===== src/rtl/rv32i_exec_unit.sv =====
// RV32I execute stage: immediate decode, integer ALU and branch compare, with the
// ALU result and branch flag also presented one cycle later through a register.
`timescale 1ns/1ps
module rv32i_exec_unit (
  input  logic        clk,
  input  logic        resetn,
  input  logic [31:0] inst,
  input  logic [31:0] in_a,
  input  logic [31:0] in_b,
  output logic [31:0] imm,
  output logic [31:0] result,
  output logic        take_b,
  output logic [31:0] result_q,
  output logic        take_b_q
);

  localparam logic [6:0] OpR      = 7'b0110011;
  localparam logic [6:0] OpRimm   = 7'b0010011;
  localparam logic [6:0] OpLoad   = 7'b0000011;
  localparam logic [6:0] OpStore  = 7'b0100011;
  localparam logic [6:0] OpBranch = 7'b1100011;
  localparam logic [6:0] OpLui    = 7'b0110111;
  localparam logic [6:0] OpAuipc  = 7'b0010111;
  localparam logic [6:0] OpJal    = 7'b1101111;
  localparam logic [6:0] OpJalr   = 7'b1100111;
  localparam logic [6:0] OpSystem = 7'b1110011;

  logic [6:0]  w_opcode;
  logic [2:0]  w_funct3;
  logic        w_alt;
  logic [4:0]  w_shamt;
  logic [31:0] w_sum;
  logic [31:0] w_diff;
  logic        w_eq;
  logic        w_lt_s;
  logic        w_lt_u;
  logic [31:0] w_imm;
  logic [31:0] w_result;
  logic        w_take_b;

  logic [31:0] r_result;
  logic        r_take_b;

  assign w_opcode = inst[6:0];
  assign w_funct3 = inst[14:12];
  assign w_alt    = inst[30];
  assign w_shamt  = in_b[4:0];

  assign w_sum  = in_a + in_b;
  assign w_diff = in_a - in_b;
  assign w_eq   = (in_a == in_b);
  assign w_lt_s = ($signed(in_a) < $signed(in_b));
  assign w_lt_u = (in_a < in_b);

  always_comb begin
    w_imm = 32'h0;
    case (w_opcode)
      OpRimm, OpLoad, OpJalr, OpSystem: w_imm = {{20{inst[31]}}, inst[31:20]};
      OpStore:         w_imm = {{20{inst[31]}}, inst[31:25], inst[11:7]};
      OpBranch:        w_imm = {{20{inst[31]}}, inst[7], inst[30:25], inst[11:8], 1'b0};
      OpLui, OpAuipc:  w_imm = {inst[31:12], 12'h000};
      OpJal:           w_imm = {{12{inst[31]}}, inst[19:12], inst[20], inst[30:21], 1'b0};
      default:         w_imm = 32'h0;
    endcase
  end

  // Address/link arithmetic (JAL, JALR, AUIPC, loads, stores, ...) all reduce to a plain add.
  always_comb begin
    w_result = w_sum;
    if (w_opcode == OpLui) begin
      w_result = w_imm;
    end else if ((w_opcode == OpR) || (w_opcode == OpRimm)) begin
      case (w_funct3)
        3'b000:  w_result = ((w_opcode == OpR) && w_alt) ? w_diff : w_sum;
        3'b001:  w_result = in_a << w_shamt;
        3'b010:  w_result = {31'h0, w_lt_s};
        3'b011:  w_result = {31'h0, w_lt_u};
        3'b100:  w_result = in_a ^ in_b;
        3'b101:  w_result = w_alt ? $unsigned($signed(in_a) >>> w_shamt) : (in_a >> w_shamt);
        3'b110:  w_result = in_a | in_b;
        3'b111:  w_result = in_a & in_b;
        default: w_result = w_sum;
      endcase
    end
  end

  always_comb begin
    w_take_b = 1'b0;
    if (w_opcode == OpBranch) begin
      case (w_funct3)
        3'b000:  w_take_b = w_eq;
        3'b001:  w_take_b = ~w_eq;
        3'b100:  w_take_b = w_lt_s;
        3'b101:  w_take_b = ~w_lt_s;
        3'b110:  w_take_b = w_lt_u;
        3'b111:  w_take_b = ~w_lt_u;
        default: w_take_b = 1'b0;
      endcase
    end
  end

  always_ff @(posedge clk) begin
    if (!resetn) begin
      r_result <= 32'h0;
      r_take_b <= 1'b0;
    end else begin
      r_result <= w_result;
      r_take_b <= w_take_b;
    end
  end

  assign imm      = w_imm;
  assign result   = w_result;
  assign take_b   = w_take_b;
  assign result_q = r_result;
  assign take_b_q = r_take_b;

endmodule


===== config.mk =====
export PLATFORM = sky130hd
export DESIGN_NAME = rv32i_exec_unit
export DESIGN_NICKNAME = d
export VERILOG_FILES = /design/src/rtl/rv32i_exec_unit.sv
export SDC_FILE = /design/constraint.sdc
export NUM_CORES = 1
export LEC_CHECK = 0
export CELL_PAD_IN_SITES_DETAIL_PLACEMENT = 0
export CELL_PAD_IN_SITES_GLOBAL_PLACEMENT = 2
export CORE_MARGIN = 1.5
export CORE_UTILIZATION = 28
export CTS_CLUSTER_SIZE = 10
export DETAILED_ROUTE_END_ITERATION = 16
export PLACE_DENSITY_LB_ADDON = 0.1
export SYNTH_ARGS = -nofsm -noshare
export SYNTH_HDL_FRONTEND = slang
export SYNTH_SLANG_ARGS = --single-unit

===== constraint.sdc =====
create_clock -name clk -period 6 [get_ports clk]
set_clock_uncertainty 0.2 [all_clocks]
set_input_delay 1.2 -clock clk [delete_from_list [all_inputs] [get_ports clk]]
set_output_delay 1.2 -clock clk [all_outputs]
set_load 0.005 [all_outputs]

Word-level counts from Yosys, hierarchy flattened
Cells that the tools add are included.
- bits in registers: 33
- input port bits: 98
- output and inout port bits: 98
- word-level logic and storage cells: 46
- add/subtract/negate cells: 2
- magnitude comparators: 2
- eq/ne operators: 18
- shift operators: 3
- mux-type cells: 8
- bitwise logic cells: 6
- reductions and logical operators: 5
- operators with widths (operator ; count):
    $pmux 32 s8 ; 1
    $pmux 32 s5 ; 1
    $mux 32 ; 4
    $lt 32x32->1 ; 2
    $add 32x32->32 ; 1
    $and 32x32->32 ; 1
    $eq 32x32->1 ; 1
    $or 32x32->32 ; 1
    $shl 32x5->32 ; 1
    $shr 32x5->32 ; 1
    $sshr 32x5->32 ; 1
    $sub 32x32->32 ; 1
    $xor 32x32->32 ; 1
    $eq 7x7->1 const B ; 4
    $eq 7x6->1 const B ; 3
    $eq 7x5->1 const B ; 2
    $eq 3x3->1 const B ; 4
    $eq 7x2->1 const B ; 1
    $eq 3x2->1 const B ; 2
    $pmux 1 s6 ; 1
    $reduce_or 4->1 ; 1
    $eq 3x1->1 const B ; 1
    $logic_not 3->1 ; 1
    $not 1->1 ; 3
    other kinds (4) ; 4

Logic depth before layout (Yosys ltp)
- depth in word-level cells: 6
- depth in mapped cells: 16
- mapped depth without buffers: 12

Worst setup path after synthesis
No wires, ideal clock.
- kind: input to output
- from: input in_b[3]
- to: output take_b
- arrival: 4.623 ns
- required time: 4.600 ns
- path slack: -0.023 ns
- cell stages on the path: 16
- path buffers: 5
- cell sequence: clkbuf_1 -> inv_1 -> buf_1 -> buf_2 -> clkbuf_1 -> ha_1 -> clkbuf_1 -> or2_1 -> or3_1 -> o21ai_0 -> o221ai_1 -> a21oi_1 -> nor2_1 -> o21ai_1 -> mux2_2 -> nand2_1
- cells in the longest elaborated chain, start to end: 4
- elaborated cells on any way between the ends: 8
- those cells by class: 2 x order compare; 1 x eq/ne; 2 x mux; 3 x bitwise
- ends and longest elaborated chain (element ; RTL line ; source):
    from (decl) ; 9 ; input logic [31:0] in_b,
    $lt 32x32->1 (tied with other cells) ; 53 ; assign w_lt_u = (in_a < in_b);
    $not 1->1, on equally long branches ; 96, 92, 94 ;
    $pmux 1 s6 (*) ; 90 ; case (w_funct3)
    $mux 1 (*) ; 89 ; if (w_opcode == OpBranch) begin
    to (decl) ; 12 ; output logic take_b,
Mark *: on every way between the ends. The rest lies on a longest branch, timed or not.

Worst setup path after layout
- from: input in_a[0]
- to: output result[23]
- cells in the longest elaborated chain, start to end: 5
- elaborated cells on any way between the ends: 10
- those cells by class: 2 x add/sub; 3 x shift; 5 x mux
- ends and longest elaborated chain (element ; RTL line ; source):
    from (decl) ; 8 ; input logic [31:0] in_a,
    $add 32x32->32 (tied with other cells) ; 49 ; assign w_sum = in_a + in_b;
    $mux 32, on equally long branches ; 74, 79 ;
    $pmux 32 s8 ; 73 ; case (w_funct3)
    $mux 32 (*) ; 72 ; end else if ((w_opcode == OpR) || (w_opcode == OpRimm)) begin
    $mux 32 (*) ; 70 ; if (w_opcode == OpLui) begin
    to (decl) ; 11 ; output logic [31:0] result,
Marked as above.

==> results.sh <==
export IMPL_antenna_left=0
export IMPL_p_leak_nw=7.82
export IMPL_yosysMostFrequentCell="nor2_1"
export IMPL_port_buffers=195
export IMPL_ios=196
export IMPL_met1Wirelength_um=31100
export IMPL_ys_ff_latch=33
export IMPL_synth_edff_count=0
export IMPL_synthesis_nets=1783
export IMPL_synth_top_flop_cell="dfxtp_1"
export IMPL_endpoint_kind="output pin"
export IMPL_synth_commonest_cells="nor2_1 (180), a21oi_1 (136), nand2_1 (136)"
export IMPL_die_area_um2=41000
export IMPL_cts_buffer_depth=2
export IMPL_dr_pass1_iters=6
export IMPL_final_util=0.457
export IMPL_drive_above_1_share=0.334
export IMPL_synthArstFlopShare=0
export IMPL_synthCells=1586
export IMPL_area_growth_pct=59.8
export IMPL_drt_total_wl_um=69000
export IMPL_num_antenna_cells=0
export IMPL_vdd_drop_max_uv=110
export IMPL_slew_headroom=0.485
export IMPL_p_switching_mw=1.08
export IMPL_finalHoldViolCount=0
export IMPL_max_stage_delay_ps=440
export IMPL_synth_area_leader_cell="mux4_2"
export IMPL_die_h_um=202
export IMPL_grt_pass1_vias=14500
export IMPL_start_util=0.286
export IMPL_path_common_cell="buf_4"
export IMPL_postCtsHoldBufs=0
export IMPL_fin_crit_ps=5930
export IMPL_fmax_mhz=169
export IMPL_grt_antenna_before_repair=2
export IMPL_fp_row_count=72
export IMPL_synth_top_area_frac=0.119
export IMPL_setup_violations=0
export IMPL_synth_top_cells_by_area="mux4_2 (12%), ha_1 (11%), a21oi_1 (6.1%)"
export IMPL_switching_share=0.451
export IMPL_intPower_mw=1.31
export IMPL_first_iter_violations=1523
export IMPL_syn_area_per_cell_um2=7.03
export IMPL_nets=2328
export IMPL_routed_top_layer="met5"
export IMPL_worst_pin_slew_ps=772
export IMPL_ys_seq_area_frac=0.0593
export IMPL_comb_power_share=0.764
export IMPL_numCtsBuffers=5
export IMPL_worst_setup_path_start_kind="input pin"
export IMPL_whs_path_depth=5
export IMPL_cts_htree_levels=2
export IMPL_clk_pin_slew_ps=50
export IMPL_drv_slew=0
export IMPL_cts_tree="yes"
export IMPL_yosysWarnings=0
export IMPL_root_buffer="clkbuf_16"
export IMPL_rsz0062_at_grt="yes"
export IMPL_syn_area_um2=11100
export IMPL_cp_slowest_cell="a2111o_1"
export IMPL_die_x_um=202
export IMPL_max_cap_violations=0
export IMPL_worstPathArrival_ps=4530
export IMPL_post_route_drc_count=0
export IMPL_path_max_fanout=6
export IMPL_crit_path_cell_trace="clkdlybuf4s50_1, buf_6, ha_4, a211oi_4, buf_4, o211ai_1, buf_4, a2111o_1, a21o_1, a41oi_4, mux2i_1, o21ai_1, buf_4, o21ai_0, nand2_1, dlygate4sd2_1"
export IMPL_wl_per_cell_um=26.0
export IMPL_dpl_hpwl_um=56800
export IMPL_dr_total_vias=15200
export IMPL_clockPowerShare=0.129
export IMPL_power_mw=2.39
export IMPL_clock_sinks=33
export IMPL_hold_class="input pin to register"
export IMPL_core_area_um2=38900
export IMPL_status="finished clean"
export IMPL_route_met3_wl_um=5320
export IMPL_fin_crit_sh=0.988
export IMPL_grt_usage=0.327
export IMPL_wl_met2_um=30800
export IMPL_cp_required_ps=4600
export IMPL_overflow=0
export IMPL_grt_max_degree=69
export IMPL_powerDensity_nw_per_um2=134
export IMPL_finalWeightedCongestion=0.951
export IMPL_grt_pass1_wl_um=99800
export IMPL_power_frac_seq=0.107
export IMPL_ys_types=89
export IMPL_viasPerCell=5.72
export IMPL_critPathKind="input pin to output pin"
## critical path, delay by kind of cell
kind | cells | cell delay (ps)
AOI/OAI and AO/OA | 7 | 1500
and+or+nand+nor | 1 | 90
adders and majority gates | 1 | 170
muxes | 1 | 220
buffers and inverters | 6 | 1340
## layer usage
metal	GRT usage	vias to the layer above
met5	0	-
met4	0.0775	2
li1	-	6963
met2	0.524	760
met3	0.0398	93
met1	0.464	7345
## power by group through the flow
stage | combinational (mW) | sequential, mW | clock, mW
finish | 1.83 | 0.256 | 0.308
global route | 1.94 | 0.259 | 0.325
CTS | 1.76 | 0.256 | 0.314
detailed placement | 1.68 | 0.261 | 0
global placement | 1.68 | 0.260 | 0
floorplan | 0.728 | 0.265 | 0
## flip-flops by register name (all words and copies together), names as in the netlist
register	flops
result_q	32
take_b_q	1
## through the flow
stage / hold slack (ps) / worst slack, ps / TNS (ps) / area, um^2 / instances
after detailed placement: 1640 / -911 / -10610 / 16600 / 2619
final: 1360 / 72.4 / 0 / 17800 / 2650
after CTS: 1350 / -141 / -376 / 17400 / 2641
after global placement: 1610 / -851 / -10120 / 16600 / 2619
after floorplan: 1120 / 166 / 0 / 11100 / 1586
after global routing: 1410 / -59.2 / -233 / 17800 / 2650
## placed cells by master (no fill, tap or decap), drive strengths merged, types with 20 or more instances in the layout
cell type / n
buf: 478
nor2: 182
clkdlybuf4s50: 152
nand2: 136
a21oi: 136
o21ai: 126
inv: 105
ha: 97
mux4: 59
nand3: 45
nor3: 40
mux2i: 34
a211oi: 34
dfxtp: 33
and2: 32
a21o: 32
xnor2: 28
a31oi: 27
o211ai: 22
dlygate4sd2: 20
## path summary, 6_finish.rpt
| kind | startpoint | to | slack [ps] |
|---|---|---|---|
| max | in_a[0] | result[23] | 70 |
| min | inst[13] | result_q[13] | 1360 |
## area by class of cell
cell class,count,area [um^2]
repair buffers,666,5530
clock inverters,2,37.5
multi-input cells,1317,10400
flip-flops and latches,33,661
well taps,518,648
clock buffers,6,139
inverters,108,405
fillers,4085,21100
## kinds of logic after synthesis
kind of cell               count (synthesis)  share of synthesized area
AOI/OAI and AO/OA                        549                      0.329
and+or+nand+nor                          531                      0.223
buffers and inverters                    237                     0.0891
muxes                                    103                      0.160
adders and majority gates                 99                      0.113
xor gates and xnor gates                  34                     0.0267
DFF                                       33                     0.0593
## timing repair
item                       4_1_cts  5_1_grt
buffers inserted                14        9
gates cloned                     0        1
setup endpoints to repair       28       27
pin swaps                       49       37
gates resized for setup        143       90
Note: power is estimated with default switching activity, not from simulation.
